### src/rtl/pc_fetch_unit.sv
// pc_fetch_unit: PC register, ready-handshake instruction fetch, IR decode, next-PC select, halt/timeout fault
module pc_fetch_unit #(
  parameter logic [31:0] RESET_PC = 32'h0000_0000,
  parameter int          TIMEOUT  = 16,
  parameter int          CNT_W    = 32
) (
  input  logic             CLK,
  input  logic             Reset,
  input  logic             PCWre,
  input  logic [1:0]       PCSrc,
  input  logic [31:0]      imm_ext,
  output logic             imem_req,
  output logic [31:0]      imem_addr,
  input  logic             imem_ready,
  input  logic [31:0]      imem_rdata,
  output logic             instr_valid,
  output logic [31:0]      instr,
  output logic [5:0]       OP,
  output logic [5:0]       func,
  output logic [4:0]       rs,
  output logic [4:0]       rt,
  output logic [4:0]       rd,
  output logic [4:0]       sa,
  output logic [15:0]      imm16,
  output logic [31:0]      curPC,
  output logic [31:0]      pc_plus4,
  output logic             halted,
  output logic             fault,
  output logic [CNT_W-1:0] retired
);
  localparam int TW = $clog2(TIMEOUT) + 1;
  // IDLE holds the fetch port quiet for the cycle after reset
  typedef enum logic [1:0] {IDLE, FETCH, EXEC, HALT} state_t;
  state_t           state_q, state_d;
  logic [31:0]      pc_q, pc_d, ir_q, ir_d, next_pc;
  logic [TW-1:0]    cnt_q, cnt_d;
  logic             fault_q, fault_d;
  logic [CNT_W-1:0] retired_q, retired_d;
  assign pc_plus4 = pc_q + 32'd4;
  assign next_pc  = PCSrc == 2'b01 ? pc_plus4 + (imm_ext << 2)
                  : PCSrc == 2'b10 ? {pc_plus4[31:28], ir_q[25:0], 2'b00}
                  : pc_plus4;
  always_comb begin
    state_d   = state_q;
    pc_d      = pc_q;
    ir_d      = ir_q;
    cnt_d     = cnt_q;
    fault_d   = fault_q;
    retired_d = retired_q;
    unique case (state_q)
      IDLE: state_d = FETCH;
      FETCH: begin
        if (imem_ready) begin
          ir_d    = imem_rdata;
          cnt_d   = '0;
          state_d = EXEC;
        end else if (cnt_q == TW'(TIMEOUT - 1)) begin
          state_d = HALT;
          fault_d = 1'b1;
        end else cnt_d = cnt_q + TW'(1);
      end
      EXEC: begin
        if (!PCWre || PCSrc == 2'b11) state_d = HALT;
        else begin
          pc_d      = next_pc;
          retired_d = retired_q + CNT_W'(1);
          state_d   = FETCH;
        end
      end
      default: ;
    endcase
  end
  always_ff @(posedge CLK) begin
    if (!Reset) begin
      state_q   <= IDLE;
      pc_q      <= RESET_PC;
      ir_q      <= '0;
      cnt_q     <= '0;
      fault_q   <= 1'b0;
      retired_q <= '0;
    end else begin
      state_q   <= state_d;
      pc_q      <= pc_d;
      ir_q      <= ir_d;
      cnt_q     <= cnt_d;
      fault_q   <= fault_d;
      retired_q <= retired_d;
    end
  end
  assign imem_req    = state_q == FETCH;
  assign instr_valid = state_q == EXEC;
  assign halted      = state_q == HALT;
  assign imem_addr   = pc_q;
  assign curPC       = pc_q;
  assign instr       = ir_q;
  assign fault       = fault_q;
  assign retired     = retired_q;
  assign OP          = ir_q[31:26];
  assign rs          = ir_q[25:21];
  assign rt          = ir_q[20:16];
  assign rd          = ir_q[15:11];
  assign sa          = ir_q[10:6];
  assign func        = ir_q[5:0];
  assign imm16       = ir_q[15:0];
endmodule

### config.mk
export PLATFORM = sky130hd
export DESIGN_NAME = pc_fetch_unit
export DESIGN_NICKNAME = d
export VERILOG_FILES = /design/src/rtl/pc_fetch_unit.sv
export SDC_FILE = /design/constraint.sdc
export NUM_CORES = 1
export LEC_CHECK = 0
export CORE_UTILIZATION = 30
export CTS_CLUSTER_SIZE = 40
export DETAILED_ROUTE_END_ITERATION = 10
export PLACE_DENSITY_LB_ADDON = 0.12
export SLEW_MARGIN = 20
export SYNTH_ARGS = -nofsm -noshare
export SYNTH_HDL_FRONTEND = slang
export SYNTH_SLANG_ARGS = --single-unit
### constraint.sdc
create_clock -name CLK -period 4.1 [get_ports CLK]
set_input_delay 0.82 -clock CLK [delete_from_list [all_inputs] [get_ports CLK]]
set_output_delay 0.82 -clock CLK [all_outputs]
set_load 0.05 [all_outputs]
==> results of run 1 <==
-- what timing repair did --
| item | in CTS | in global routing |
|---|---|---|
| resized for setup | 0 | 13 |
| buffers inserted | 0 | 2 |
| setup endpoints to repair | 0 | 1 |
-- worst max-delay path, stage by stage, from the launching register on --
cell and delay [ns]:
dfxtp_4 0.34, and4_2 0.27, and4_1 0.24, and3_4 0.22
nand2_1 0.07, nor2_2 0.23, xor2_4 0.17, ha_1 0.27
a21oi_1 0.21, o21ai_0 0.16, or4_1 0.53, a311oi_2 0.33
o211ai_1 0.18, a211oi_1 0.24, o21bai_1 0.16, mux2i_1 0.21
-- cell families (layout without fill, tap and decap cells) --
kind of cell / count (synthesis) / count (layout) / synth area share
compound gates: 255 / 255 / 0.224
xor+xnor: 71 / 71 / 0.0843
fa+ha+maj: 43 / 43 / 0.0740
buf+inv: 138 / 355 / 0.114
flops: 102 / 102 / 0.277
mux: 7 / 7 / 0.00950
other cells: 1 / 6 / 0.000509
simple gates: 329 / 329 / 0.217
-- routing by layer --
| metal | vias to the layer above | track usage | wire (um) |
|---|---|---|---|
| li1 | 3686 | - | - |
| met5 | - | 0 | 13 |
| met3 | 23 | 0.0397 | 1390 |
| met1 | 3386 | 0.259 | 11800 |
| met4 | 2 | 0.0446 | 340 |
| met2 | 222 | 0.344 | 12300 |
-- power breakdown --
part           total, mW  switching (mW)  leakage (nW)  internal, mW
Combinational       1.43           0.934          3.16         0.491
Sequential          1.15          0.0960         0.834          1.05
Clock              0.839           0.405         0.129         0.434
-- state kept, by name, indices dropped and copies added (netlist names) --
signal / flops
instr: 32
retired: 32
curPC: 30
cnt_q: 5
state_q: 2
fault: 1
-- worst max path at each step --
| stage | cells past startpoint | start | to | slack (ns) |
|---|---|---|---|---|
| floorplan | 13 | curPC[4]$_SDFFE_PN0P_ | curPC[16]$_SDFFE_PN0P_ | -0.10 |
| global placement | 12 | imm_ext[0] | curPC[16]$_SDFFE_PN0P_ | 0.11 |
| detailed placement | 15 | curPC[13]$_SDFFE_PN0P_ | curPC[31]$_SDFFE_PN0P_ | 0.1 |
| CTS | 15 | curPC[14]$_SDFFE_PN0P_ | curPC[31]$_SDFFE_PN0P_ | 0.08 |
| global route | 16 | curPC[6]$_SDFFE_PN0P_ | curPC[31]$_SDFFE_PN0P_ | 0.02 |
| finish | 15 | curPC[14]$_SDFFE_PN0P_ | curPC[31]$_SDFFE_PN0P_ | 0.21 |
-- synthesized netlist by cell type, types with 8 or more instances --
master / n / area, sq um
o221ai_1: 8 / 70.1
and2_1: 24 / 150
xor2_1: 31 / 272
a21oi_1: 60 / 300
a21o_1: 13 / 97.6
nor3_1: 15 / 75.1
o21bai_1: 9 / 67.6
nand2_1: 142 / 533
nor2b_1: 15 / 93.8
or3_1: 9 / 56.3
and3_1: 13 / 81.3
ha_1: 42 / 526
dfxtp_1: 102 / 2040
buf_4: 84 / 631
clkbuf_1: 29 / 109
nor2_1: 40 / 150
and4_1: 11 / 96.3
nand3_1: 28 / 140
inv_1: 16 / 60.1
a21boi_0: 44 / 330
o21ai_0: 60 / 300
nand4_1: 19 / 119
xnor2_1: 40 / 350
-- cell type report --
class / instances / share of cell area
Timing Repair Buffer: 322 / 0.290
Inverter: 17 / 0.00601
Multi-Input combinational cell: 711 / 0.444
Sequential cell: 102 / 0.195
Clock inverter: 5 / 0.00377
Clock buffer: 11 / 0.0229
Tap cell: 324 / 0.0382
-- cell usage in the layout (no fill, tap or decap), types with 4 or more instances in the layout --
| cell type | count |
|---|---|
| clkdlybuf4s50_1 | 267 |
| nand2_1 | 141 |
| dfxtp_1 | 86 |
| o21ai_0 | 59 |
| a21oi_1 | 58 |
| buf_4 | 54 |
| a21boi_0 | 44 |
| ha_1 | 40 |
| nor2_1 | 36 |
| nand3_1 | 28 |
| xnor2_1 | 27 |
| xor2_1 | 27 |
| and2_1 | 24 |
| nand4_1 | 19 |
| inv_1 | 16 |
| nor2b_1 | 15 |
| nor3_1 | 14 |
| a21o_1 | 13 |
| xnor2_2 | 12 |
| and3_1 | 12 |
| dfxtp_2 | 12 |
| and4_1 | 10 |
| or3_1 | 9 |
| o21bai_1 | 9 |
| clkbuf_16 | 9 |
| o221ai_1 | 8 |
| a211oi_1 | 7 |
| a31oi_1 | 7 |
| mux2i_1 | 7 |
| o2bb2ai_1 | 6 |
| conb_1 | 6 |
| o211ai_1 | 5 |
| o21ai_1 | 4 |
| o21a_1 | 4 |
| or4_1 | 4 |
| dfxtp_4 | 4 |
-- through the flow --
stage,TNS [ns],utilization,cells
global placement,0,0.425,1474
detailed placement,0,0.425,1474
finish,0,0.439,1492
floorplan,-0.277,-,951
CTS,0,0.437,1490
global route,0,0.439,1492
==> impl_metrics.json, run 1 <==
{
  "dieArea_sq_mm": 0.0252,
  "nets": 1276,
  "grt_pass1_wl_um": 39700,
  "drive_gt1_frac": 0.104,
  "max_slew_margin": 0.564,
  "grt_pass1_vias": 7002,
  "min_period_over_period": 0.948,
  "drtPass1Iterations": 4,
  "cp.required_ns": 4.37,
  "setup_viol": 0,
  "synthArstFlopShare": 0,
  "io_buffers": 273,
  "hold_ws_ns": 0.485,
  "period_needed_ns": 3.89,
  "status": "completed",
  "hp-class": "flop to flop",
  "arrival_ns": 4.16,
  "r2r_start": "curPC[14]$_SDFFE_PN0P_",
  "hp-start": "instr[31]$_SDFFE_PN0P_",
  "hold_end": "instr[31]$_SDFFE_PN0P_",
  "ff_latch_area_sq_mm": 0.00207,
  "ys_seq_area_frac": 0.277,
  "cts_root_buf": "clkbuf_16",
  "fillers": 2513,
  "end_kind": "flop",
  "worstSetupStartpointType": "flop",
  "die_y_um": 159,
  "synth-edff-count": 0,
  "tightestPinTransition_ns": 0.654,
  "fin_area_sq_mm": 0.0106,
  "cts_max_level": 3,
  "cts_sinks": 102,
  "coreArea_sq_mm": 0.0242,
  "synth_area_sq_mm": 0.00737,
  "vdd_ir_drop_max_mv": 0.204,
  "grt_overflow": 0,
  "clk_latency_ns": 0.35,
  "diodes": 0,
  "antenna_found_initial": 1,
  "synthFlopType": "dfxtp_1",
  "drc": 0,
  "yosysUniqueCellTypes": 59,
  "dp_hpwl_um": 20000,
  "syn_avg_cell_area_sq_um": 7.79,
  "wirelength_um": 25800,
  "start_util": 0.305,
  "p_per_area_mw_per_mm2": 321,
  "wl_per_cell_um": 17.3,
  "synth_seq_cells": 102,
  "drtIter0Drc": 316,
  "core.rowCount": 57,
  "vias": 7319,
  "synth_warnings": 0,
  "ctsLongestPathBuffers": 2,
  "finClkSkew_ns": 0.0156,
  "r2r_setup_slack_ns": 0.21,
  "p_total_mw": 3.41,
  "grt_use_total": 0.201,
  "chipWidth_um": 159,
  "cts_tree": "done",
  "ant_nets": 0,
  "numCtsBuffers": 9,
  "fmax_mhz": 257,
  "syn_inst": 946,
  "crit_fanout": 5,
  "grt_start_max_net_pins": 49,
  "cap_violations": 0,
  "power.leakage_nw": 4.12,
  "path_clk_slew_ns": 0.07,
  "area_growth_pct": 44.1,
  "path_class": "flop to flop",
  "multi_input_area_sq_mm": 0.00471,
  "gp_congestion": 0.882,
  "hold_depth": 2,
  "postPlaceCellArea_sq_mm": 0.0103,
  "hold_viol_final": 0,
  "reg2reg_to": "curPC[31]$_SDFFE_PN0P_",
  "hold_buffers": 0,
  "finalWorstSetupSlack_ns": 0.213,
  "rsz0062_at_grt": "false",
  "via_per_inst": 4.91,
  "place_ws_ns": 0.0985,
  "drv_slew": 0,
  "r2r_cells": 15,
  "io_pins": 282
}
Note: power is estimated with default switching activity, not from simulation.
==> inputs of run 2 (changes only) <==
- ABC_AREA: not set -> 1
==> impl_metrics.json, run 2 <==
{
  "r2r_cells": 16,
  "nets": 1574,
  "ctsResizeCount": 0,
  "max_slew_margin": 0.329,
  "yosysMostFrequentCell": "nand2_1",
  "drv_slew": 0,
  "hold_ws_ns": 0.463,
  "drtIter0Drc": 567,
  "end_kind": "output pin",
  "via_per_inst": 4.79,
  "cts_root_buf": "clkbuf_16",
  "worstSetupStartpointType": "flop",
  "synth_area_leaders": "dfxtp_1 (25%), nand2_1 (13%), buf_4 (7.7%)",
  "fin_setup_tns_ns": 0,
  "synth_top_area_cell": "dfxtp_1",
  "power.leakage_nw": 4.65,
  "start_util": 0.304,
  "dp_hpwl_um": 23800,
  "yosysTopAreaCellShare": 0.250,
  "synth-edff-count": 0,
  "syn_avg_cell_area_sq_um": 6.39,
  "wl_per_cell_um": 16.5,
  "die_y_um": 167,
  "mostFrequentLayoutCells": "nand2_1 (277), clkdlybuf4s50_1 (272), nor2_1 (166), inv_1 (140), dfxtp_1 (102)",
  "coreArea_sq_mm": 0.0269,
  "setup_viol": 0,
  "chipWidth_um": 167,
  "clkPwrFrac": 0.226,
  "p_int_mw": 2.11,
  "cp.required_ns": 3.28,
  "vdd_ir_drop_max_mv": 0.246,
  "synth_area_sq_mm": 0.00818,
  "seq_power_share": 0.309,
  "synth_warnings": 0,
  "grt_pass1_vias": 8096,
  "ctsLongestPathBuffers": 2,
  "ff_latch_area_sq_mm": 0.00204,
  "p_sw_frac": 0.467,
  "drc": 0,
  "diodes": 0,
  "multi_input_area_sq_mm": 0.00484,
  "grt_start_max_net_pins": 37,
  "vias": 8649,
  "wirelength_um": 29900,
  "path_clk_slew_ns": 0.08,
  "ys_seq_area_frac": 0.250,
  "cts_tree": "done",
  "core.rowCount": 60,
  "synth_seq_cells": 102,
  "io_pins": 282,
  "path_class": "flop to output pin",
  "p_comb_frac": 0.464,
  "grt_pass1_wl_um": 45500,
  "cap_violations": 0,
  "synth_common_cells": "nand2_1 (277), nor2_1 (166), inv_1 (140), dfxtp_1 (102), a21oi_1 (98)",
  "p_per_area_mw_per_mm2": 361,
  "fillers": 2910,
  "dieArea_sq_mm": 0.0279,
  "min_period_over_period": 0.938,
  "io_buffers": 273,
  "cts_max_level": 3,
  "period_needed_ns": 3.84,
  "drtPass1Iterations": 5,
  "numCtsBuffers": 9,
  "postPlaceCellArea_sq_mm": 0.0107,
  "grt_use_total": 0.209,
  "cts_sinks": 102,
  "fmax_mhz": 260,
  "grt_overflow": 0,
  "area_growth_pct": 33.9,
  "tightestPinTransition_ns": 1.00,
  "status": "completed",
  "hold_buffers": 0,
  "syn_inst": 1280,
  "clk_latency_ns": 0.36,
  "synthArstFlopShare": 0,
  "layout_commonest_cell": "nand2_1",
  "ant_nets": 0,
  "hp-class": "flop to flop",
  "fin_area_sq_mm": 0.0110,
  "crit_fanout": 7,
  "post-cts-setup-buffers": 0,
  "synthFlopType": "dfxtp_1",
  "rsz0062_at_grt": "false",
  "arrival_ns": 3.02,
  "hold_depth": 2,
  "gp_congestion": 0.913,
  "drive_gt1_frac": 0.0505,
  "switching_power_mw": 1.85,
  "yosysUniqueCellTypes": 47,
  "hold_viol_final": 0,
  "finClkSkew_ns": 0.0112,
  "antenna_found_initial": 1
}
-- run 2: critical path: stages (launching register included) --
cell,delay (ns)
dfxtp_1,0.48
ha_1,0.24
nand2_1,0.09
nor2_2,0.30
nand2_2,0.13
nor3_1,0.18
or2_2,0.14
and2_1,0.24
clkdlybuf4s50_1,0.85
-- run 2: area by class of cell --
type                    instances  area share
clock inverters                 6     0.00526
clock buffers                  10      0.0218
multi-input cells             920       0.442
flip-flops and latches        102       0.186
well taps                     341      0.0390
inverters                     146      0.0500
repair buffers                282       0.255
-- run 2: through the flow --
| step | utilization | total power, mW | cells | worst slack [ns] |
|---|---|---|---|---|
| floorplan | - | 2.56 | 1285 | 0.428 |
| global placement | 0.396 | 3.08 | 1791 | 0.697 |
| detailed placement | 0.396 | 3.09 | 1791 | 0.667 |
| CTS | 0.407 | 3.99 | 1807 | 0.266 |
| global route | 0.407 | 4.14 | 1807 | 0.135 |
| finish | 0.407 | 3.96 | 1807 | 0.256 |
-- run 2: routing by layer --
metal	GRT usage	vias up	wire, um
met5	0	-	12
met4	0.0523	2	393
met3	0.0356	22	1930
met2	0.347	266	13600
met1	0.279	3942	14000
li1	-	4417	-
-- run 2: kinds of logic (layout without fill, tap and decap cells) --
logic type,count (synthesis),in the layout,synth area share
AND/OR/NAND/NOR,595,595,0.323
XOR/XNOR,44,44,0.0471
flip-flops,102,102,0.250
adder cells (fa/ha/maj),43,43,0.0667
other,1,6,0.000459
buffers and inverters,263,444,0.160
AO/OA/AOI/OAI,232,232,0.152
-- run 2: worst paths after layout --
| path | from | endpoint | slack [ns] |
|---|---|---|---|
| max | curPC[2]$_SDFFE_PN0P_ | pc_plus4[26] | 0.26 |
| min | fault$_SDFFE_PN0P_ | fault$_SDFFE_PN0P_ | 0.46 |
| max reg2reg | curPC[2]$_SDFFE_PN0P_ | curPC[25]$_SDFFE_PN0P_ | 0.53 |
| min reg2reg | fault$_SDFFE_PN0P_ | fault$_SDFFE_PN0P_ | 0.46 |
-- run 2: power groups by stage --
stage	Clock [mW]	Combinational (mW)	Sequential [mW]
3_3_place_gp	0	1.84	1.25
5_1_grt	0.954	1.94	1.24
6_report	0.896	1.84	1.22
4_1_cts	0.917	1.85	1.23
3_5_place_dp	0	1.84	1.25
2_1_floorplan	0	1.09	1.47
==> inputs of run 3 (changes only) <==
- DONT_BUFFER_PORTS: not set -> 1
==> impl_metrics.json, run 3 (synthesis results as in run 2) <==
{
  "max_slew_margin": 0.249,
  "cp.required_ns": 4.32,
  "wirelength_um": 29000,
  "io_buffers": 0,
  "rsz0062_at_grt": "false",
  "dieArea_sq_mm": 0.0279,
  "chipWidth_um": 167,
  "path_class": "flop to flop",
  "coreArea_sq_mm": 0.0269,
  "area_growth_pct": 6.17,
  "mostFrequentLayoutCells": "nand2_1 (277), nor2_1 (165), inv_1 (139), a21oi_1 (98), o21ai_0 (92)",
  "end_kind": "flop",
  "grt_pass1_vias": 7503,
  "critPathSlowestCell": "o21ai_0",
  "p_per_area_mw_per_mm2": 412,
  "drv_slew": 0,
  "fillers": 3027,
  "cts_tree": "done",
  "finClkSkew_ns": 0.0115,
  "grt_use_total": 0.207,
  "path_cells": "ha_1 -> nand2_1 -> nor2_2 -> nand2_2 -> nor2_1 -> xnor2_1 -> inv_1 -> ha_1 -> a21oi_1 -> nor2_1 -> nor2_1 -> nor2_1 -> nor2_1 -> nand3_1 -> o21ai_0 -> a21oi_1",
  "status": "completed",
  "setup_viol": 0,
  "hp-class": "flop to flop",
  "die_y_um": 167,
  "multi_input_area_sq_mm": 0.00484,
  "post-cts-setup-buffers": 0,
  "ctsLongestPathBuffers": 2,
  "numCtsBuffers": 9,
  "hold_depth": 2,
  "seq_power_share": 0.490,
  "drtPass1Iterations": 5,
  "clk_latency_ns": 0.35,
  "tightestPinTransition_ns": 1.13,
  "fin_setup_tns_ns": 0,
  "layout_commonest_cell": "nand2_1",
  "crit_buf_inv": 1,
  "vdd_ir_drop_max_mv": 0.287,
  "drive_gt1_frac": 0.115,
  "path_common_cell": "nor2_1",
  "cp_slowest_stage_delay_ns": 0.45,
  "p_comb_frac": 0.253,
  "drc": 0,
  "gp_congestion": 0.909,
  "wl_per_cell_um": 18.2,
  "cap_violations": 0,
  "drtIter0Drc": 542,
  "clkPwrFrac": 0.257,
  "hold_end": "cnt_q[4]$_SDFFE_PN0P_",
  "io_pins": 282,
  "grt_overflow": 0,
  "dp_hpwl_um": 23100,
  "min_period_over_period": 0.864,
  "cts_root_buf": "clkbuf_16",
  "path_clk_slew_ns": 0.07,
  "arrival_ns": 3.76,
  "nets": 1358,
  "via_per_inst": 4.93,
  "period_needed_ns": 3.54,
  "vias": 7845,
  "ant_nets": 0,
  "hp-start": "cnt_q[4]$_SDFFE_PN0P_",
  "r2r_setup_slack_ns": 0.56,
  "ff_latch_area_sq_mm": 0.00206,
  "hold_buffers": 0,
  "power.leakage_nw": 3.99,
  "r2r_cells": 16,
  "hold_viol_final": 0,
  "start_util": 0.304,
  "fmax_mhz": 282,
  "reg2reg_to": "curPC[25]$_SDFFE_PN0P_",
  "core.rowCount": 60,
  "p_int_mw": 1.85,
  "grt_pass1_wl_um": 44200,
  "antenna_found_initial": 4,
  "cts_max_level": 3,
  "crit_fanout": 6,
  "critPathTopFamily": "simple AND/OR/NAND/NOR gates",
  "p_sw_frac": 0.483,
  "hold_ws_ns": 0.469,
  "grt_start_max_net_pins": 68,
  "switching_power_mw": 1.73,
  "ctsResizeCount": 0,
  "r2r_start": "curPC[2]$_SDFFE_PN0P_",
  "cts_sinks": 102,
  "worstSetupStartpointType": "flop"
}
run 3: cell types whose count changed in the layout (fill, tap and decap cells not counted), sizes merged:
cell	previous run	this run
inv	150	145
clkinv	2	3
buf	10	66
clkbuf	10	9
bufinv	0	2
clkdlybuf4s50	272	0
diode	0	2
run 3: final cells by class:
cell class,count,share of cell area
Antenna cell,2,0.000577
Inverter,146,0.0631
Timing Repair Buffer,66,0.0571
Clock inverter,4,0.00851
Tap cell,341,0.0492
Sequential cell,102,0.237
Multi-Input combinational cell,920,0.558
Clock buffer,9,0.0259
run 3: routing by layer:
metal / wire length (um) / global-route usage / vias to the layer above
li1: - / - / 4004
met1: 13700 / 0.275 / 3539
met2: 12800 / 0.332 / 273
met3: 1920 / 0.0497 / 27
met4: 490 / 0.0531 / 2
met5: 13 / 0 / -
run 3: stage by stage:
step	utilization	setup slack (ns)	area [sq um]	total power, mW	cells
6_report	0.323	0.558	8680	3.58	1590
5_1_grt	0.323	0.274	8670	3.76	1588
4_1_cts	0.323	0.643	8670	3.63	1588
3_5_place_dp	0.312	0.663	8380	2.69	1575
3_3_place_gp	0.312	0.684	8380	2.68	1575
2_1_floorplan	-	0.428	8190	2.56	1285
run 3: worst register-to-register path, cell delays in order (launching register included):
cell and delay, ns:
dfxtp_1 0.43, ha_1 0.22, nand2_1 0.09, nor2_2 0.32, nand2_2 0.16, nor2_1 0.17
xnor2_1 0.17, inv_1 0.12, ha_1 0.37, a21oi_1 0.22, nor2_1 0.06, nor2_1 0.21
nor2_1 0.06, nor2_1 0.09, nand3_1 0.14, o21ai_0 0.45, a21oi_1 0.13
run 3: worst max path at each step:
stage | start | cells past startpoint | slack (ns) | to
after floorplan | curPC[2]$_SDFFE_PN0P_ | 18 | 0.43 | curPC[29]$_SDFFE_PN0P_
after global placement | curPC[6]$_SDFFE_PN0P_ | 16 | 0.68 | curPC[26]$_SDFFE_PN0P_
after detailed placement | curPC[2]$_SDFFE_PN0P_ | 16 | 0.66 | curPC[25]$_SDFFE_PN0P_
after CTS | curPC[2]$_SDFFE_PN0P_ | 16 | 0.64 | curPC[25]$_SDFFE_PN0P_
after global routing | curPC[2]$_SDFFE_PN0P_ | 16 | 0.27 | curPC[25]$_SDFFE_PN0P_
final | curPC[2]$_SDFFE_PN0P_ | 16 | 0.56 | curPC[25]$_SDFFE_PN0P_
run 3: power groups by stage:
stage / Sequential (mW) / Combinational (mW) / Clock (mW)
2_1_floorplan: 1.47 / 1.09 / 0
3_3_place_gp: 1.78 / 0.907 / 0
3_5_place_dp: 1.78 / 0.908 / 0
4_1_cts: 1.76 / 0.910 / 0.958
5_1_grt: 1.78 / 0.994 / 0.987
6_report: 1.75 / 0.903 / 0.921
